File: config.mk
export PLATFORM = sky130hd
export DESIGN_NAME = psum_collector
export DESIGN_NICKNAME = d
export VERILOG_FILES = /design/src/rtl/psum_collector.sv
export SDC_FILE = /design/constraint.sdc
export NUM_CORES = 1
export LEC_CHECK = 0
export BUFFER_PORTS_ARGS = -buffer_cell sky130_fd_sc_hd__buf_2
export CORE_MARGIN = 5
export CORE_UTILIZATION = 45
export CTS_CLUSTER_DIAMETER = 200
export CTS_CLUSTER_SIZE = 20
export DETAILED_ROUTE_END_ITERATION = 16
export GPL_TIMING_DRIVEN = 1
export HOLD_SLACK_MARGIN = 0.12
export PLACE_DENSITY_LB_ADDON = 0.2
export SLEW_MARGIN = 10
export SYNTH_ARGS = -nofsm -noshare
export SYNTH_HDL_FRONTEND = slang
export SYNTH_SLANG_ARGS = --single-unit
File: constraint.sdc
create_clock -name clk -period 3.2 [get_ports clk]
set_clock_uncertainty 0.05 [all_clocks]
set_input_delay 0.48 -clock clk [delete_from_list [all_inputs] [get_ports clk]]
set_output_delay 0.48 -clock clk [all_outputs]
set_load 0.01 [all_outputs]
File: src/rtl/psum_collector.sv
// Partial-sum scratchpad with done-value output FIFO and pipeline back-pressure.
// Optional ReLU on the FIFO path: define PSUM_COLLECT_RELU_EN.
module psum_collector #(
    parameter int WIDTH     = 16,
    parameter int DEPTH     = 8,
    parameter int ADDR_W    = 3,
    parameter int OUT_DEPTH = 4
) (
    input  logic              clk,
    input  logic              rst,
    input  logic              start,
    input  logic [ADDR_W-1:0] len,
    input  logic [WIDTH-1:0]  Psum,
    input  logic              wen_Psum,
    input  logic              done_psum,
    output logic [WIDTH-1:0]  Psum_in,
    output logic              stall,
    output logic [WIDTH-1:0]  out_data,
    output logic              out_valid,
    input  logic              out_ready,
    output logic              busy,
    output logic              pass_done
);

    localparam int OPTR_W = $clog2(OUT_DEPTH);
    localparam int CNT_W  = $clog2(OUT_DEPTH + 1);

    typedef enum logic [1:0] {IDLE, ACCUM, DRAIN} state_e;

    state_e              state_q, state_d;
    logic [ADDR_W-1:0]   ptr_q, ptr_d;
    logic [ADDR_W-1:0]   len_q, len_d;
    logic [WIDTH-1:0]    spad_q [DEPTH];
    logic [WIDTH-1:0]    fifo_q [OUT_DEPTH];
    logic [OPTR_W-1:0]   wr_q, rd_q;
    logic [CNT_W-1:0]    cnt_q, cnt_d;

    logic                wr_acc;
    logic                push;
    logic                pop;
    logic [WIDTH-1:0]    push_data;

`ifdef PSUM_COLLECT_RELU_EN
    assign push_data = Psum[WIDTH-1] ? '0 : Psum;
`else
    assign push_data = Psum;
`endif

    // Stall comes only from the registered count so it never depends on this cycle's pop.
    assign stall     = (cnt_q == CNT_W'(OUT_DEPTH));
    assign wr_acc    = (state_q == ACCUM) && wen_Psum && !stall;
    assign push      = wr_acc && done_psum;
    assign out_valid = (cnt_q != '0);
    assign pop       = out_valid && out_ready;
    assign out_data  = out_valid ? fifo_q[rd_q] : '0;
    assign Psum_in   = spad_q[ptr_q];
    assign busy      = (state_q != IDLE);

    always_comb begin
        state_d   = state_q;
        ptr_d     = ptr_q;
        len_d     = len_q;
        pass_done = 1'b0;
        case (state_q)
            IDLE: begin
                if (start) begin
                    state_d = ACCUM;
                    ptr_d   = '0;
                    len_d   = len;
                end
            end
            ACCUM: begin
                if (wr_acc) begin
                    ptr_d = (ptr_q == len_q) ? '0 : ptr_q + ADDR_W'(1);
                    if (done_psum && (ptr_q == len_q)) state_d = DRAIN;
                end
            end
            DRAIN: begin
                if ((cnt_q == '0) && !push) begin
                    state_d   = IDLE;
                    pass_done = 1'b1;
                end
            end
            default: state_d = IDLE;
        endcase
    end

    always_comb begin
        cnt_d = cnt_q;
        if (push && !pop)      cnt_d = cnt_q + CNT_W'(1);
        else if (!push && pop) cnt_d = cnt_q - CNT_W'(1);
    end

    always_ff @(posedge clk or negedge rst) begin
        if (!rst) begin
            state_q <= IDLE;
            ptr_q   <= '0;
            len_q   <= '0;
            for (int i = 0; i < DEPTH; i++) spad_q[i] <= '0;
        end else begin
            state_q <= state_d;
            ptr_q   <= ptr_d;
            len_q   <= len_d;
            if (wr_acc) spad_q[ptr_q] <= Psum;
        end
    end

    always_ff @(posedge clk or negedge rst) begin
        if (!rst) begin
            wr_q  <= '0;
            rd_q  <= '0;
            cnt_q <= '0;
            for (int i = 0; i < OUT_DEPTH; i++) fifo_q[i] <= '0;
        end else begin
            cnt_q <= cnt_d;
            if (push) begin
                fifo_q[wr_q] <= push_data;
                wr_q         <= wr_q + OPTR_W'(1);
            end
            if (pop) rd_q <= rd_q + OPTR_W'(1);
        end
    end

endmodule

==> results of run 1 <==
==> routing by layer <==
layer	vias up	global-route usage, %	part of all wire, %
li1	2449	-	-
met3	22	2.72	4.5
met4	0	4.02	1.3
met5	-	0	0
met2	106	30.5	50
met1	2984	25.5	45
==> worst paths after layout <==
path	end	slack [ns]
min	len_q[1]	0.21
max in group asynchronous	spad_q[14]	1.64
max reg2reg	cnt_q[1]	0.83
max	Psum_in[9]	0.17
min in group asynchronous	fifo_q[63]	0.58
min reg2reg	fifo_q[3]	0.45
==> logic make-up (layout without fill, tap and decap cells) <==
logic type	after synthesis	after routing	share of synthesized area (%)
mux	243	243	32.3
flops	207	207	52.2
simple gates	68	68	4.41
buf+inv	66	102	5.06
compound gates	55	55	4.24
xor+xnor	9	9	0.794
fa+ha+maj	7	7	0.958
==> sequential cells by signal, indices dropped and copies added, names as in the netlist <==
name	count
cnt_q	3
fifo_q	64
len_q	3
ptr_q	3
rd_q	2
spad_q	128
state_q	2
wr_q	2
==> synthesized netlist by cell type, drive strengths merged (4+ instances only) <==
cell type	instances	area, sq um
inv	8	30.0
ha	6	75.1
nor2b	5	31.3
o22ai	4	25.0
o21ai	7	35.0
and3	5	56.3
nand2	12	55.1
nor3	4	20.0
a22oi	7	52.6
mux2	209	2540
nor2	9	33.8
a22o	4	35.0
clkbuf	13	48.8
a21oi	4	20.0
and2	20	128
buf	29	283
xor2	5	43.8
a221oi	19	166
xnor2	4	35.0
mux2i	8	80.1
mux4	26	586
dfrtp	207	5180
dlygate4sd1	16	140
==> layout make-up <==
| class | instances | share of cell area, % |
|---|---|---|
| inverters | 8 | 0.282 |
| clock buffers | 16 | 3.55 |
| well taps | 280 | 3.28 |
| clock inverters | 1 | 0.153 |
| multi-input cells | 382 | 39.8 |
| repair buffers | 77 | 4.35 |
| flip-flops and latches | 207 | 48.6 |
==> repair_timing <==
action                                  in CTS  in global routing
endpoints found under the setup margin       0                  7
hold endpoints to repair                    85                  0
gates resized for setup                      0                  2
hold buffers                                 1                  0
==> where the power goes <==
part,switching (mW),internal (mW)
logic,2.12,2.82
clock network,0.862,0.849
registers,0.787,3.90
total,3.77,7.56
==> through the flow <==
| stage | cell area [sq um] | util, % | hold WS [ns] | setup WS [ns] |
|---|---|---|---|---|
| 2_1_floorplan | 9920 | - | 0.134 | 0.901 |
| 3_3_place_gp | 10300 | 47.1 | 0.421 | 0.524 |
| 3_5_place_dp | 10300 | 47.1 | 0.437 | 0.439 |
| 4_1_cts | 10700 | 49.0 | 0.195 | 0.0637 |
| 5_1_grt | 10700 | 49.0 | 0.202 | 0.113 |
| 6_report | 10700 | 49.0 | 0.211 | 0.175 |
==> worst register-to-register path: cells and delay by family, from the launching register on <==
kind / cells / cell delay, ns
simple gates: 2 / 0.76
fa+ha+maj: 2 / 0.66
flops: 1 / 0.45
mux: 1 / 0.26
buf+inv: 1 / 0.08
==> flow_metrics.tcl, run 1 <==
set metrics [dict create \
    post-dp-hpwl_microns 14600 \
    achievable-frequency_mhz 331 \
    drive_gt1_share_pct 50.1 \
    postSynthAreaPerCell_sq_um 15.1 \
    num_antenna_cells 0 \
    ys_ff_latch 207 \
    area_growth_pct 7.50 \
    peakVddDrop_mv 0.373 \
    drt_iter0_drc 301 \
    track_usage_pct 18.2 \
    cellPowerDensity_nw_per_um2 1060 \
    slew_at_the_pin_with_the_worst_max_slew_slack_ns 0.759 \
    finalNetCount 722 \
    critPathSlowestCell "dfrtp_4" \
    io_buffers 60 \
    critical_path.cell_chain "nor2b_1 -> a221oi_1 -> o22ai_1 -> buf_2" \
    post_synth_num_cell_types 50 \
    floorplan.die_area_sq_um 25100 \
    crit_cells 4 \
    ioPinCount 61 \
    timing.setup.critical_path_class "register to output pin" \
    tritoncts "yes" \
    arrival_ns 2.50 \
    cts_inserted_buffers 14 \
    detailroute.via_count 5561 \
    number_of_global_route_vias_before_repair 6072 \
    vert_die_dim_microns 158 \
    library_cell_used_as_clock_root_buffer "clkbuf_16" \
    drt_wl_total_microns 22200 \
    worst_hold_path_type "input pin to register" \
    required_ns 2.67 \
    antenna_found_initial 0 \
    critical_path_origin "ptr_q[0]" \
    endpoint_kind "output pin" \
    clk_sinks 207 \
    finalHoldViolCount 0 \
    syn-instance-count 655 \
    crit_family "flip-flops" \
    final-setup-viol-count 0 \
    drt_first_pass_iters 4 \
    multi_input_area_sq_um 4240 \
    floorplan.rows 54 \
    postCtsSetupBuffers 0 \
    async_flop_share_pct 100 \
    layout.cells.most_common "dfrtp_1" \
    cts_htree_levels 1 \
    worstHoldStart "len[1]" \
    clkLatencyLatePin_ns 0.47 \
    grt_setup_unrepaired "false" \
    critical_path_launch_point_type "register" \
    reg2reg_from "cnt_q[0]" \
    ant_nets 0 \
    cp_slowest_stage_delay_ns 0.68 \
    final_min_period_over_clock_period_pct 94.5 \
    post_synth_edffs 0 \
    avgRoutedWirePerCell_microns 22.9 \
    maxSlewViolCount 0 \
    minimum_clock_period_ns 3.03 \
    mappedNetlistArea_sq_um 9920 \
    min_path_cells 2 \
    max_cap_violations 0 \
    drt_drc_violations_left 0 \
    seq_area_sq_um 5180 \
    cp_num_buf_inv 1 \
    gp_congestion 0.753 \
    relSlewSlack_pct 49.3 \
    prevailing_post_synth_register_cell "dfrtp_1" \
    ff2ff_path_depth 6 \
    grt_first_pass_wirelength_microns 35600 \
    mappedNetlistNets 687 \
    fin_cells 971 \
    final.setup.tns_ns 0 \
    yosys_warnings 0 \
    core_sq_um 21800 \
    total_leakage_power_nw 4.74 \
    n_fill_cell 1884 \
    timing.critical_path.fanout_max 30 \
    cts.path.max_buffers 3 \
    remaining_global_route_overflow 0 \
    status "complete, no violations" \
    power_mw 11.3 \
    mostFrequentLayoutCells "206 x dfrtp_1, 159 x mux2_2, 59 x buf_2" \
    pin_count_of_the_biggest_net_entering_global_routing 89 \
    placed_cells_incl_taps 953 \
    clkSlewWorstSetupHoldPaths_ns 0.08 \
    floorplan.initialDensity_pct 45.6 \
    route.detailed.vias_per_inst 5.73 \
    sequential_fraction_of_the_synthesis_area_pct 52.2 \
    die_width_microns 158 \
]
No activity file was read; power rests on OpenSTA's default activity.
==> inputs of run 2 (changes only) <==
--- a/config.mk
+++ b/config.mk
@@ -5,6 +5,7 @@
 export SDC_FILE = /design/constraint.sdc
 export NUM_CORES = 1
 export LEC_CHECK = 0
+export ABC_AREA = 1
 export BUFFER_PORTS_ARGS = -buffer_cell sky130_fd_sc_hd__buf_2
 export CORE_MARGIN = 5
 export CORE_UTILIZATION = 45
==> run 2 against run 1 <==
  * Power down 9.0%
  * Core utilization increased by 0.79 points
  * Register-to-register slack improved by 0.07 ns
  * Synthesized cell count grew 81%
  * Clock power about the same
  * Final area is 2.1% lower
  * Clock-buffer cell count is 1 lower
  * Non-clock buffer count rose by 1
  * First-iteration DRC count rose by 120%
  * Sequential cell count is the same
  * Hold slack worse by 0.024 ns
  * Cell count increased by 53%
  * Largest cell class unchanged
==> flow_metrics.tcl, run 2 <==
set metrics [dict create \
    status "complete, no violations" \
    finish.instance_area_sq_um 10400 \
    top_layer "met4" \
    largest_register_ffs 128 \
    minimum_clock_period_ns 2.77 \
    mappedNetlistArea_sq_um 9540 \
    drt_drc_violations_left 0 \
    postSynthAreaPerCell_sq_um 8.06 \
    timing.setup.critical_path_class "register to output pin" \
    total_leakage_power_nw 5.09 \
    ioPinCount 61 \
    die_width_microns 156 \
    synth.area.top_cells "dfrtp_1 54%, nand2_1 16%, o21ai_0 9.3%" \
    floorplan.rows 53 \
    layout.cells.most_common "nand2_1" \
    worst_hold_path_type "input pin to register" \
    num_antenna_cells 0 \
    final_min_period_over_clock_period_pct 86.7 \
    clkLatencyLatePin_ns 0.49 \
    clkSlewWorstSetupHoldPaths_ns 0.09 \
    sequential_fraction_of_the_synthesis_area_pct 54.3 \
    reg2reg_to "spad_q[74]" \
    achievable-frequency_mhz 360 \
    antenna_found_initial 0 \
    route.detailed.vias_per_inst 5.23 \
    top_register "spad_q" \
    fin_cells 1486 \
    dpl_cell_area_sq_um 10000 \
    mappedNetlistNets 1216 \
    reg2reg_from "ptr_q[0]" \
    floorplan.initialDensity_pct 45.5 \
    synth_largest_area_cell "dfrtp_1" \
    drt_iter0_drc 672 \
    tritoncts "yes" \
    gp_congestion 0.810 \
    multi_input_area_sq_um 3750 \
    arrival_ns 2.24 \
    cts.path.max_buffers 3 \
    syn-instance-count 1184 \
    seq_area_sq_um 5180 \
    floorplan.die_area_sq_um 24200 \
    area_growth_pct 9.42 \
    final.setup.tns_ns 0 \
    maxSlewViolCount 0 \
    synth_most_common_cell "nand2_1" \
    drt_wl_total_microns 24700 \
    cts_inserted_buffers 14 \
    pin_count_of_the_biggest_net_entering_global_routing 80 \
    post-dp-hpwl_microns 15400 \
    met1_length_microns 11800 \
    cts_htree_levels 1 \
    yosys_warnings 0 \
    post_synth_edffs 0 \
    worst_setup_path_endpoint "Psum_in[8]" \
    post_synth_num_cell_types 28 \
    critical_path_launch_point_type "register" \
    worstHoldStart "len[1]" \
    relSlewSlack_pct 53.3 \
    ys_ff_latch 207 \
    track_usage_pct 20.7 \
    number_of_global_route_vias_before_repair 7471 \
    slew_at_the_pin_with_the_worst_max_slew_slack_ns 0.700 \
    finalHoldViolCount 0 \
    timing.critical_path.fanout_max 55 \
    required_ns 2.67 \
    async_flop_share_pct 100 \
    prevailing_post_synth_register_cell "dfrtp_1" \
    metal2_wl_microns 11400 \
    avgRoutedWirePerCell_microns 16.7 \
    io_buffers 60 \
    clk_sinks 207 \
    n_fill_cell 2153 \
    final-setup-viol-count 0 \
    ant_nets 0 \
    utilization_pct 49.8 \
    grt_setup_unrepaired "false" \
    remaining_global_route_overflow 0 \
    yosys.area.top_type_share_pct 54.3 \
    finalNetCount 1242 \
    setup_slack_of_the_most_critical_reg_to_reg_path_ns 0.90 \
    synthTopCellsByCount "418 x nand2_1, 207 x dfrtp_1, 177 x o21ai_0" \
    max_cap_violations 0 \
    detailroute.via_count 7769 \
    core_sq_um 21000 \
    library_cell_used_as_clock_root_buffer "clkbuf_16" \
    cellPowerDensity_nw_per_um2 988 \
    biggestRegsByFlops "spad_q x128, fifo_q x64" \
    placed_cells_incl_taps 1468 \
    ff2ff_path_depth 6 \
    postCtsSetupBuffers 0 \
    grt_first_pass_wirelength_microns 41000 \
    mostFrequentLayoutCells "418 x nand2_1, 206 x dfrtp_1, 177 x o21ai_0" \
    met3WireLength_microns 1100 \
    peakVddDrop_mv 0.519 \
    drive_gt1_share_pct 10.5 \
    endpoint_kind "output pin" \
    critical_path_origin "ptr_q[0]" \
    power_mw 10.3 \
    vert_die_dim_microns 156 \
    drt_first_pass_iters 5 \
]
run 2: cell types whose count changed in the layout (fill, tap and decap cells not counted), sizes merged, moves of 7 or more:
cell / change
or2: +8
nand3: +8
and2: -20
a22oi: -7
a221oi: -19
mux4: -26
a21oi: +96
nand2: +414
nor2: +15
o21ai: +236
inv: +71
mux2: -208
mux2i: -8
run 2: repair_timing:
action | in CTS | in global routing
hold endpoints to repair | 75 | 0
setup endpoints to repair | 0 | 0
hold buffers | 1 | 0
resized for setup | 0 | 0
run 2: cells by family after synthesis:
family | count (synthesis) | share of synthesized area [%]
XOR/XNOR | 5 | 0.459
buffers and inverters | 148 | 6.37
multiplexers | 1 | 0.118
AND/OR/NAND/NOR | 473 | 19.8
flip-flops | 207 | 54.3
adder cells (fa/ha/maj) | 7 | 0.997
AO/OA/AOI/OAI | 343 | 18.0
run 2: layer usage:
| layer | GRT usage, % | up-vias |
|---|---|---|
| met2 | 33.0 | 202 |
| met5 | 0 | - |
| met4 | 4.25 | 0 |
| li1 | - | 3856 |
| met1 | 31.0 | 3684 |
| met3 | 2.16 | 27 |
run 2: cell type report:
type	instances	share of cell area [%]
Inverter	80	2.90
Timing Repair Buffer	78	4.52
Sequential cell	207	49.6
Clock inverter	2	0.312
Tap cell	275	3.30
Clock buffer	15	3.39
Multi-Input combinational cell	829	35.9
run 2: worst max-delay path, stage by stage, from the launching register on:
cell and delay, ns:
dfrtp_2 0.37, buf_4 0.52, nand3_1 0.18, inv_1 0.27, nand2_1 0.08, nand2_1 0.07
nor2_1 0.04, nand2_1 0.06, buf_2 0.13
run 2: worst min path at each step:
stage / endpoint / slack (ns) / cells after the start
final: len_q[1] / 0.19 / 2
after global routing: len_q[1] / 0.19 / 2
after detailed placement: fifo_q[14] / 0.41 / 2
after global placement: fifo_q[5] / 0.41 / 2
after floorplan: cnt_q[0] / 0.13 / 0
after CTS: len_q[1] / 0.18 / 2
run 2: metrics by stage:
step,hold slack (ns),setup WS [ns]
finish,0.187,0.426
global route,0.189,0.231
detailed placement,0.413,0.876
global placement,0.406,0.939
floorplan,0.134,1.14
CTS,0.180,0.416
run 2: power breakdown:
part           total [mW]  internal [mW]  switching (mW)
registers            4.30           3.75           0.552
logic                4.28           1.50            2.78
clock network        1.73          0.809           0.920
total                10.3           6.06            4.25
==> inputs of run 3 (changes only) <==
--- a/config.mk
+++ b/config.mk
@@ -15,6 +15,7 @@
 export GPL_TIMING_DRIVEN = 1
 export HOLD_SLACK_MARGIN = 0.12
 export PLACE_DENSITY_LB_ADDON = 0.2
+export RECOVER_POWER = 50
 export SLEW_MARGIN = 10
 export SYNTH_ARGS = -nofsm -noshare
 export SYNTH_HDL_FRONTEND = slang
==> run 3 against run 2 <==
  * Combinational power about the same
  * Sequential share of layout area up 0.15 points
  * First-iteration DRC count down 0.30%
  * Register-to-register slack worse by 0.28 ns
  * Die area unchanged
  * Critical path depth unchanged
  * Hold slack about the same
  * The run now ends with max-capacitance violations, max-slew violations left
  * Highest routed layer unchanged
  * Sequential power about the same
  * Final area down 0.30%
  * Critical endpoint is now Psum_in[6]
==> flow_metrics.tcl, run 3 (synthesis gave the netlist of run 2 again) <==
set metrics [dict create \
    met1_length_microns 11700 \
    ant_nets 0 \
    netSwitchingPower_mw 4.24 \
    cts_hold_repair.buffers 1 \
    peakVddDrop_mv 0.520 \
    post_cts_resized 0 \
    detailroute.via_count 7763 \
    largest_register_ffs 128 \
    minimum_clock_period_ns 2.78 \
    timing.critical_path.fanout_max 55 \
    io_buffers 60 \
    achievable-frequency_mhz 360 \
    clkLatencyLatePin_ns 0.49 \
    required_ns 2.67 \
    layout.cells.most_common "nand2_1" \
    area_growth_pct 9.09 \
    utilization_pct 49.7 \
    timing.setup.critical_path_class "register to output pin" \
    arrival_ns 2.25 \
    cts.path.max_buffers 3 \
    biggestRegsByFlops "spad_q x128, fifo_q x64" \
    grt_setup_unrepaired "false" \
    remaining_global_route_overflow 0 \
    mostFrequentLayoutCells "418 x nand2_1, 206 x dfrtp_1, 178 x o21ai_0" \
    num_antenna_cells 0 \
    reg2reg_from "cnt_q[0]" \
    setup_slack_of_the_most_critical_reg_to_reg_path_ns 0.62 \
    critical_path_launch_point_type "register" \
    grt_first_pass_wirelength_microns 41000 \
    share_comb_of_total_power_pct 41.5 \
    worst_hold_path_type "input pin to register" \
    tritoncts "yes" \
    relSlewSlack_pct -32.0 \
    critical_path_origin "ptr_q[0]" \
    post-dp-hpwl_microns 15400 \
    clkSlewWorstSetupHoldPaths_ns 0.09 \
    avgRoutedWirePerCell_microns 16.6 \
    maxSlewViolCount 80 \
    number_of_global_route_vias_before_repair 7471 \
    fin_cells 1486 \
    final.setup.tns_ns 0 \
    antenna_found_initial 0 \
    track_usage_pct 20.7 \
    reg2reg_to "fifo_q[23]" \
    ioPinCount 61 \
    library_cell_used_as_clock_root_buffer "clkbuf_16" \
    finalHoldViolCount 0 \
    cellPowerDensity_nw_per_um2 989 \
    floorplan.die_area_sq_um 24200 \
    drive_gt1_share_pct 10.3 \
    top_layer "met4" \
    final_min_period_over_clock_period_pct 86.8 \
    clk_sinks 207 \
    drt_wl_total_microns 24700 \
    switching_share_of_power_pct 41.2 \
    gp_congestion 0.810 \
    fin_worst_hold_slack_ns 0.187 \
    n_fill_cell 2164 \
    die_width_microns 156 \
    postCtsSetupBuffers 0 \
    final-setup-viol-count 0 \
    drt_first_pass_iters 5 \
    total_leakage_power_nw 5.08 \
    floorplan.rows 53 \
    status "complete, but fails checks" \
    power_mw 10.3 \
    ff2ff_path_depth 8 \
    worst_setup_path_endpoint "Psum_in[6]" \
    finalNetCount 1242 \
    top_register "spad_q" \
    slew_at_the_pin_with_the_worst_max_slew_slack_ns 1.98 \
    endpoint_kind "output pin" \
    drt_drc_violations_left 0 \
    cellInternalPower_mw 6.05 \
    power_frac_seq_pct 41.8 \
    drt_iter0_drc 670 \
    placed_cells_incl_taps 1468 \
    met3WireLength_microns 1180 \
    power.share.clock_pct 16.7 \
    pin_count_of_the_biggest_net_entering_global_routing 80 \
    cts_htree_levels 1 \
    floorplan.initialDensity_pct 45.5 \
    route.detailed.vias_per_inst 5.22 \
    metal2_wl_microns 11400 \
    core_sq_um 21000 \
    cts_inserted_buffers 14 \
    violated_checks "max-capacitance violations, max-slew violations" \
    max_cap_violations 1 \
    vert_die_dim_microns 156 \
]
## run 3: cell types whose count changed in the layout (fill, tap and decap cells not counted), sizes merged
cell and delta:
buf -2, clkbuf +2
## run 3: layout make-up
class | instances | area [sq um] | area share (%)
Sequential cell | 207 | 5180 | 49.8
Multi-Input combinational cell | 829 | 3740 | 36.0
Timing Repair Buffer | 78 | 448 | 4.30
Clock buffer | 15 | 354 | 3.40
Tap cell | 275 | 344 | 3.31
Inverter | 80 | 303 | 2.91
Clock inverter | 2 | 32.5 | 0.313
## run 3: worst min path at each step
stage / to / depth (start not counted) / slack (ns) / start
floorplan: cnt_q[0] / 0 / 0.13 / rst
global placement: fifo_q[5] / 2 / 0.41 / fifo_q[5]
detailed placement: fifo_q[14] / 2 / 0.41 / fifo_q[14]
CTS: len_q[1] / 2 / 0.18 / len[1]
global route: len_q[1] / 2 / 0.19 / len[1]
finish: len_q[1] / 2 / 0.19 / len[1]
## run 3: critical path, cell delays in order (launching register included)
cell and delay (ns):
dfrtp_2 0.37, buf_4 0.53, nand3_1 0.18, inv_1 0.27, nand2_1 0.08, nand2_1 0.07
nor2_1 0.04, nand2_1 0.06, buf_2 0.13
## run 3: power groups by stage
stage          Clock (mW)  Sequential [mW]  Combinational (mW)
3_3_place_gp            0             4.31                4.22
4_1_cts              1.77             4.29                4.32
3_5_place_dp            0             4.33                4.31
5_1_grt              1.88             4.43                4.86
2_1_floorplan           0             4.18                3.01
6_report             1.72             4.30                4.27
## run 3: stage by stage
stage               area (sq um)  worst slack (ns)
finish                     10400             0.421
floorplan                   9540              1.14
detailed placement         10000             0.876
CTS                        10400             0.416
global route               10400             0.123
global placement           10000             0.939
## run 3: layer usage
| metal | track usage [%] | up-vias |
|---|---|---|
| met4 | 4.25 | 0 |
| met1 | 31.0 | 3671 |
| met5 | 0 | - |
| li1 | - | 3856 |
| met2 | 33.0 | 208 |
| met3 | 2.16 | 28 |
